File: src/rtl/target_frame_encode_pkg.sv
// Shared widths, FSM encoding, frame configuration record and LFSR constants
// for the target frame encoder.
package target_frame_encode_pkg;

  localparam int          FRAME_LEN_DEF = 1024;
  localparam int          ADDR_W        = 10;
  localparam int          DENS_W        = 8;
  localparam logic [15:0] LFSR_SEED_DEF = 16'hACE1;
  // Taps 16,14,13,11 expressed as bit positions 15,13,12,10
  localparam logic [15:0] LFSR_TAPS     = 16'hB400;

  typedef enum logic [1:0] {
    ST_IDLE   = 2'd0,
    ST_RUN    = 2'd1,
    ST_FINISH = 2'd2
  } state_t;

  typedef struct packed {
    logic [ADDR_W-1:0] tgt_start;
    logic [ADDR_W-1:0] tgt_end;
    logic [DENS_W-1:0] dens_tgt;
    logic [DENS_W-1:0] dens_bg;
  } cfg_t;

  function automatic logic [15:0] lfsr_next(input logic [15:0] q);
    return {q[14:0], ^(q & LFSR_TAPS)};
  endfunction

endpackage

File: src/rtl/target_frame_encode_lfsr16.sv
// 16-bit Fibonacci LFSR, shifts left; reset and load both restore the seed,
// load wins over step.
module frame_lfsr16
  import target_frame_encode_pkg::*;
(
  input  logic        clk,
  input  logic        reset,
  input  logic        load,
  input  logic        step,
  input  logic [15:0] seed,
  output logic [15:0] q
);

  logic [15:0] r_q;

  always_ff @(posedge clk) begin
    if (reset || load) begin
      r_q <= seed;
    end else if (step) begin
      r_q <= lfsr_next(r_q);
    end
  end

  assign q = r_q;

endmodule

File: src/rtl/target_frame_encode.sv
// Serial frame generator: one bit per synclk strobe, registered (valid one clk after strobe).
// TGT_ENC_DETERMINISTIC_EN: bits = in-target-region, no LFSR, densities ignored.
module target_frame_encode
  import target_frame_encode_pkg::*;
#(
  parameter int          FRAME_LEN = FRAME_LEN_DEF,
  parameter logic [15:0] LFSR_SEED = LFSR_SEED_DEF
) (
  input  logic              clk,
  input  logic              reset,
  input  logic              start,
  input  logic              synclk,
  input  logic [ADDR_W-1:0] tgt_start_addr,
  input  logic [ADDR_W-1:0] tgt_end_addr,
  input  logic [DENS_W-1:0] dens_tgt,
  input  logic [DENS_W-1:0] dens_bg,
  output logic              bits,
  output logic [ADDR_W-1:0] addr,
  output logic              valid,
  output logic              busy,
  output logic              done
);

  localparam logic [ADDR_W-1:0] LAST_ADDR = ADDR_W'(FRAME_LEN - 1);

  state_t            r_state;
  state_t            w_state_nxt;
  cfg_t              r_cfg;
  logic [ADDR_W-1:0] r_cnt;
  logic              r_bits;
  logic [ADDR_W-1:0] r_addr;
  logic              r_valid;
  logic              r_busy;
  logic              r_done;

  logic w_accept;
  logic w_strobe;
  logic w_in_region;
  logic w_bit;

  assign w_accept = (r_state == ST_IDLE) && start;
  assign w_strobe = (r_state == ST_RUN) && synclk;
  // Counter never passes FRAME_LEN-1, so an oversized end clips on its own and
  // start > end can never match.
  assign w_in_region = (r_cnt >= r_cfg.tgt_start) && (r_cnt <= r_cfg.tgt_end);

`ifdef TGT_ENC_DETERMINISTIC_EN
  logic w_unused_dens;
  assign w_unused_dens = ^{r_cfg.dens_tgt, r_cfg.dens_bg};
  assign w_bit         = w_in_region;
`else
  logic [15:0]       w_lfsr_q;
  logic [DENS_W-1:0] w_dens;
  logic              w_unused_lfsr_hi;

  frame_lfsr16 u_lfsr (
    .clk   (clk),
    .reset (reset),
    .load  (w_accept),
    .step  (w_strobe),
    .seed  (LFSR_SEED),
    .q     (w_lfsr_q)
  );

  assign w_unused_lfsr_hi = ^w_lfsr_q[15:8];
  assign w_dens = w_in_region ? r_cfg.dens_tgt : r_cfg.dens_bg;
  assign w_bit  = (w_dens == 8'hFF) || (w_lfsr_q[7:0] < w_dens);
`endif

  always_comb begin
    w_state_nxt = r_state;
    case (r_state)
      ST_IDLE:   if (start) w_state_nxt = ST_RUN;
      ST_RUN:    if (w_strobe && (r_cnt == LAST_ADDR)) w_state_nxt = ST_FINISH;
      ST_FINISH: w_state_nxt = ST_IDLE;
      default:   w_state_nxt = ST_IDLE;
    endcase
  end

  always_ff @(posedge clk) begin
    if (reset) r_state <= ST_IDLE;
    else       r_state <= w_state_nxt;
  end

  always_ff @(posedge clk) begin
    if (reset) begin
      r_cfg   <= '0;
      r_cnt   <= '0;
      r_bits  <= 1'b0;
      r_addr  <= '0;
      r_valid <= 1'b0;
      r_busy  <= 1'b0;
      r_done  <= 1'b0;
    end else begin
      r_valid <= w_strobe;
      r_done  <= (r_state == ST_FINISH);
      if (w_accept) begin
        r_cfg <= '{tgt_start: tgt_start_addr, tgt_end: tgt_end_addr,
                   dens_tgt: dens_tgt, dens_bg: dens_bg};
        r_cnt <= '0;
      end
      if (w_strobe) begin
        r_bits <= w_bit;
        r_addr <= r_cnt;
        r_cnt  <= r_cnt + 1'b1;
      end
      // busy falls the cycle after done unless a back-to-back start arrives then
      if (w_accept)    r_busy <= 1'b1;
      else if (r_done) r_busy <= 1'b0;
    end
  end

  assign bits  = r_bits;
  assign addr  = r_addr;
  assign valid = r_valid;
  assign busy  = r_busy;
  assign done  = r_done;

endmodule

File: config.mk
export PLATFORM = sky130hd
export DESIGN_NAME = target_frame_encode
export DESIGN_NICKNAME = d
export VERILOG_FILES = /design/src/rtl/target_frame_encode_pkg.sv /design/src/rtl/target_frame_encode_lfsr16.sv /design/src/rtl/target_frame_encode.sv
export SDC_FILE = /design/constraint.sdc
export NUM_CORES = 1
export LEC_CHECK = 0
export CAP_MARGIN = 20
export CORE_UTILIZATION = 54
export DETAILED_ROUTE_END_ITERATION = 7
export PLACE_DENSITY_LB_ADDON = 0.25
export SYNTH_ARGS = -nofsm -noshare
export SYNTH_HDL_FRONTEND = slang
export SYNTH_SLANG_ARGS = --single-unit
export TNS_END_PERCENT = 1
File: constraint.sdc
create_clock -name clk -period 3.1 [get_ports clk]
set_input_delay 0.465 -clock clk [delete_from_list [all_inputs] [get_ports clk]]
set_output_delay 0.465 -clock clk [all_outputs]
set_load 0.005 [all_outputs]
---- Word-level counts from Yosys, hierarchy flattened ----
Cells that the tools add are included.
word-level totals
  input bits .............................. 40
  register bits after elaboration ......... 78
  word-level logic and storage cells ...... 41
  output and inout port bits .............. 14
operators by class
  equality and inequality tests ........... 6
  muxes and demuxes ....................... 8
  add/subtract/negate cells ............... 1
  $lt $le $gt $ge ......................... 3
  reductions and logical operators ........ 11
operator list
  operator                                               number
  two-way mux 10 bit                                     2
  parity 16 bit                                          1
  adder 10 x 1 -> 10 bit, second input constant          1
  equality test 10 bit, second input constant            1
  greater-or-equal comparator 10 bit                     1
  <= comparator 10 bit                                   1
  equality test 8 bit, second input constant             1
  less-than comparator 8 bit                             1
  two-way mux 8 bit                                      1
  logical AND 1 bit                                      4
  two-way mux 2 bit                                      2
  one-hot mux 2 bit (2 select lines)                     1
  nonzero test 2 bit                                     2
  equality test 2 x 1 -> 1 bit, second input constant    1
  equality test 2 bit, second input constant             1
  logical NOT 2 bit                                      1
  logical OR 1 bit                                       2
  two-way mux 1 bit                                      2
  inequality test 2 x 1 -> 1 bit, second input constant  1
  inequality test 2 bit, second input constant           1
  AND reduction 2 bit                                    1

---- Logic depth before layout (Yosys ltp) ----
  word-level depth ........................ 5
  gate-level depth with buffers ........... 15

---- Modules after synthesis ----
A second synthesis with hierarchy kept.
second synthesis, totals
  cells, all modules ...................... 423
  area, all modules ....................... 3792.4 sq um
modules (own cells, without submodules)
  module               instances  cells each  sequential area each (sq um)  area each (sq um)
  target_frame_encode  1          384         1241.2                        3039.2
  frame_lfsr16         1          39          480.5                         753.2

---- Worst setup path before layout ----
No wires, ideal clock.
  kind .................................... flip-flop to flip-flop
  from .................................... register r_cnt[0]
  to ...................................... register r_bits, in the netlist bits
  stages on the path, launching flop included .. 16
  period minus slack after synthesis ...... 2.696 ns
  path slack .............................. 0.404 ns
  data required time ...................... 3.025 ns
  arrival ................................. 2.621 ns
  cells stage by stage .................... dfxtp_1 -> inv_1 -> ha_1 -> nand2b_1 -> a211oi_2 -> nor3_1 -> nor3_4 -> nor2_4 -> mux2i_1 -> ha_1 -> a21o_1 -> a21oi_1 -> nor2b_1 -> o21ai_0 -> nand2_1 -> o22ai_1
on the way
  longest elaborated chain between the ends .. 5
  elaborated cells between the ends (all ways) .. 7
  those cells by class .................... order compare (3); eq/ne (1); mux (1); reduce/logical (2)
ends and longest elaborated chain
  element                                                                     RTL line                    source
  start: declaration                                                          target_frame_encode.sv:29   logic [ADDR_W-1:0] r_cnt;
  start signal: assignment                                                    target_frame_encode.sv:105  r_cnt <= r_cnt + 1'b1;
  greater-or-equal comparator 10 bit or <= comparator 10 bit (tied branches)  target_frame_encode.sv:45   assign w_in_region = (r_cnt >= r_cfg.tgt_start) && (r_cnt <= r_cfg.tgt_end);
  logical AND 1 bit (*)                                                       target_frame_encode.sv:45
  two-way mux 8 bit (*)                                                       target_frame_encode.sv:66   assign w_dens = w_in_region ? r_cfg.dens_tgt : r_cfg.dens_bg;
  less-than comparator 8 bit or equality test 8 bit (tied branches)           target_frame_encode.sv:67   assign w_bit = (w_dens == 8'hFF) || (w_lfsr_q[7:0] < w_dens);
  logical OR 1 bit (*)                                                        target_frame_encode.sv:67
  end signal: assignment                                                      target_frame_encode.sv:103  r_bits <= w_bit;
  end: declaration                                                            target_frame_encode.sv:30   logic r_bits;
Mark *: on every way between the ends. The rest lies on a longest branch, timed or not.
A chain may end at the register's enable or synchronous reset.

---- Worst setup path in the final report ----
  from .................................... register r_cfg[25] (netlist name)
  to ...................................... register r_bits, in the netlist bits
on the way
  longest elaborated chain between the ends .. 5
  elaborated cells between the ends (all ways) .. 6
  those cells by class .................... order compare (2); eq/ne (1); mux (1); reduce/logical (2)
ends and longest elaborated chain
  element                                                            RTL line                   source
  start: declaration                                                 target_frame_encode.sv:28  cfg_t r_cfg;
  start signal: assignment                                           target_frame_encode.sv:98  r_cfg <= '{tgt_start: tgt_start_addr, tgt_end: tgt_end_addr,
  <= comparator 10 bit (*)                                           target_frame_encode.sv:45
  logical AND 1 bit (*)                                              target_frame_encode.sv:45
  two-way mux 8 bit (*)                                              target_frame_encode.sv:66
  less-than comparator 8 bit or equality test 8 bit (tied branches)  target_frame_encode.sv:67
  logical OR 1 bit (*)                                               target_frame_encode.sv:67
Marked as above.

==> run_results.csv <==
group,metric,value,unit
worst_setup_path,start_kind,"flip-flop",
route,ant_nets,0,
timing,skew,9.25,ps
power,p_leak,1.74,nW
cts,cts_buffer_depth,2,
timing,final-setup-viol-count,0,
die,coreArea,0.00646,mm2
worst_setup_path,crit_family,"compound AO/OA/AOI/OAI gates",
die,dieArea,0.00711,mm2
run_status,violations,"DRC",
synth,ys.flop_type,"dfxtp_1",
final_layout,final_nets,577,
worst_hold_path,worstHoldPathCells,2,
synth,yosys.area.top_type,"dfxtp_1",
cts,numCtsBuffers,9,
worst_setup_path,crit_slowest_cell,"dfxtp_1",
synth,synthCells,459,
die,ios,54,
cts,cts_tree,"built",
worst_setup_path,reg2reg_from,"r_cfg[25]",
synth,syn_avg_cell_area,7.97,um2
worst_setup_path,cp_max_fo,5,
cts,cts_root_buf,"clkbuf_8",
timing,final.period_utilization,0.955,
synth,synthArstFlopShare,0,
cts,cts_hold_buf,0,
timing,worst_pin_slew,813,ps
synth,synth.area.top_cells,"dfxtp_1 43%, nand2_1 14%, ha_1 9.6%",
power,total_power,2.28,mW
cts,clock-sinks,78,
grt,grt_max_degree,46,
die,initial_core_util,0.566,
route,via_count,3302,
power,power_density,503,mW/mm2
timing,hold_viol,0,
grt,antenna_found_initial,0,
worst_setup_path,slowest_delay,350,ps
final_layout,area_growth,23.7,%
placed_design,gp_congestion,0.840,
timing,fin_crit,2960,ps
worst_setup_path,crit_type,"flip-flop to flip-flop",
worst_setup_path,crit_chain,"inv_1 -> ha_1 -> a21oi_2 -> o21ai_2 -> a311oi_2 -> a21oi_2 -> nor2_4 -> mux2i_2 -> ha_1 -> a21o_1 -> a21oi_2 -> nor2b_1 -> o21ai_1 -> nand2_1 -> o22ai_1",
cts,clk_pin_slew,90,ps
worst_hold_path,worst_hold_path.endpoint,"u_lfsr.q[9]",
power,seq_power_share,0.468,
power,swShare,0.247,
grt,grt_pass1_vias,3075,
route,drt_wl_total,8320,um
worst_setup_path,endpoint_kind,"flip-flop",
final_layout,drive_gt1_frac,0.0934,
final_layout,final_core_util,0.701,
die,die_y,84.3,um
synth,synth_nets,527,
synth,synth_seq_cells,78,
die,std_cell_rows,29,
timing,max_freq,338,MHz
timing,slew_headroom,0.458,
placed_design,placed_cells,573,
grt,grt_pass1_wl,14000,um
final_layout,final_cell_mix,"137 x nand2_1, 71 x dfxtp_1, 65 x a21oi_1, 52 x clkdlybuf4s50_1, 28 x ha_1",
grt,overflow,0,
placed_design,dpl.hpwl,5750,um
final_layout,fill_cells,531,
worst_setup_path,rrSetupSlack,140,ps
worst_hold_path,min_from,"u_lfsr.q[8]",
synth,synth_top_area_share,0.427,
grt,grt_usage,0.247,
synth,synth_edf_count,0,
route,via_per_inst,5.59,
power,ir_drop,321,uV
power,internal-power,1.72,mW
die,die_x,84.3,um
final_layout,diodes,0,
worst_setup_path,reg2reg_depth,15,
route,drt_iter0_markers,223,
route,dr.pass1.iters,8,
cts,ctsHtreeMaxLevel,3,
synth,ys_types,44,
final_layout,layout_commonest_cell,"nand2_1",
timing,drv_slew,0,
worst_setup_path,r2r-end,"bits",
worst_setup_path,arrival,3240,ps
route,drc,11,
placed_design,portBuffers,53,
cts,insertion_delay,350,ps
synth,synth.cell_area,0.00366,mm2
power,p_switching,0.562,mW
synth,seq_area_frac_synth,0.427,
timing,tns,0,ps
run,maxCapViolations,0,
synth,synth_warnings,0,
worst_hold_path,hold_path_class,"flip-flop to flip-flop",
worst_setup_path,crit_path_frequent_cell,"a21oi_2",
route,post_drt_wl_per_cell,14.1,um
worst_setup_path,cp_num_buf_inv,1,
worst_setup_path,critPathRequiredTime,3380,ps
power,p_clk_frac,0.404,
power,pwr-share-comb,0.127,
run_status,outcome,"finished, violations left",
final_layout,final_cell_count_no_fill,591,
[tightest hold or removal path: cells and delay by family (launching register included)]
kind | cells | cell delay (ps)
flops | 1 | 320
compound gates | 1 | 50
simple gates | 1 | 50
[layer usage]
layer,track usage,vias to the layer above,wire length (um)
met1,0.327,1496,3820
met5,0,-,0
met4,0.114,0,189
li1,-,1661,-
met3,0.0442,22,456
met2,0.393,123,3850
[per-stage QoR]
stage               hold slack [ps]  area (um2)  worst slack (ps)
floorplan                       432        3660               404
global placement                439        4240               262
detailed placement              447        4240              53.5
CTS                             453        4480              5.61
global route                    467        4520             -16.2
finish                          447        4520               138
[cell type report]
type	count	area (um2)	share of cell area
well taps	77	96.3	0.0213
multi-input cells	337	1940	0.428
inverters	20	75.1	0.0166
clock buffers	9	124	0.0274
repair buffers	63	601	0.133
flip-flops and latches	78	1570	0.347
clock inverters	7	123	0.0271
[cells by family (layout without fill, tap and decap cells)]
logic type | Yosys count | after routing | synth area share
simple gates | 196 | 196 | 0.232
mux | 8 | 8 | 0.0219
compound gates | 102 | 102 | 0.168
xor+xnor | 3 | 3 | 0.00719
buf+inv | 44 | 99 | 0.0486
flops | 78 | 78 | 0.427
fa+ha+maj | 28 | 28 | 0.0958
[power groups by stage]
| stage | sequential, mW | clock, mW | combinational, mW |
|---|---|---|---|
| after floorplan | 1.08 | 0 | 0.181 |
| after global placement | 1.09 | 0 | 0.266 |
| after detailed placement | 1.09 | 0 | 0.274 |
| after CTS | 1.07 | 0.936 | 0.277 |
| after global routing | 1.07 | 0.983 | 0.325 |
| final | 1.07 | 0.921 | 0.290 |
[flip-flops by register name (all words and copies together) (netlist names)]
register	count
r_cfg	36
u_lfsr.q	16
bits	1
addr	10
r_state	2
busy	1
r_cnt	10
done	1
valid	1
[how the worst max path moves through the flow]
stage	from	end	slack (ps)	cells after the start
after floorplan	r_cnt[0]	bits	400	15
after global placement	r_cnt[7]	bits	260	14
after detailed placement	r_cnt[9]	bits	50	14
after CTS	r_cnt[7]	bits	6	14
after global routing	r_cfg[25]	bits	-20	15
final	r_cfg[25]	bits	140	15
[what timing repair did]
action | in CTS | in global routing
resized for setup | 0 | 13
setup endpoints to repair | 0 | 1
buffers inserted | 0 | 2
[Yosys cell counts (3+ instances only)]
master and number:
a21oi_1 66, a311oi_1 5, a31oi_1 3, and3_1 5
buf_2 10, clkbuf_1 13, dfxtp_1 78, ha_1 28
inv_1 20, mux2i_1 8, nand2_1 137, nand2b_1 3
nand3_1 13, nand4_1 6, nor2_1 15, nor3_1 5
o21a_1 3, o21ai_0 7, xnor2_1 3
(Power assumes the default switching activity.)
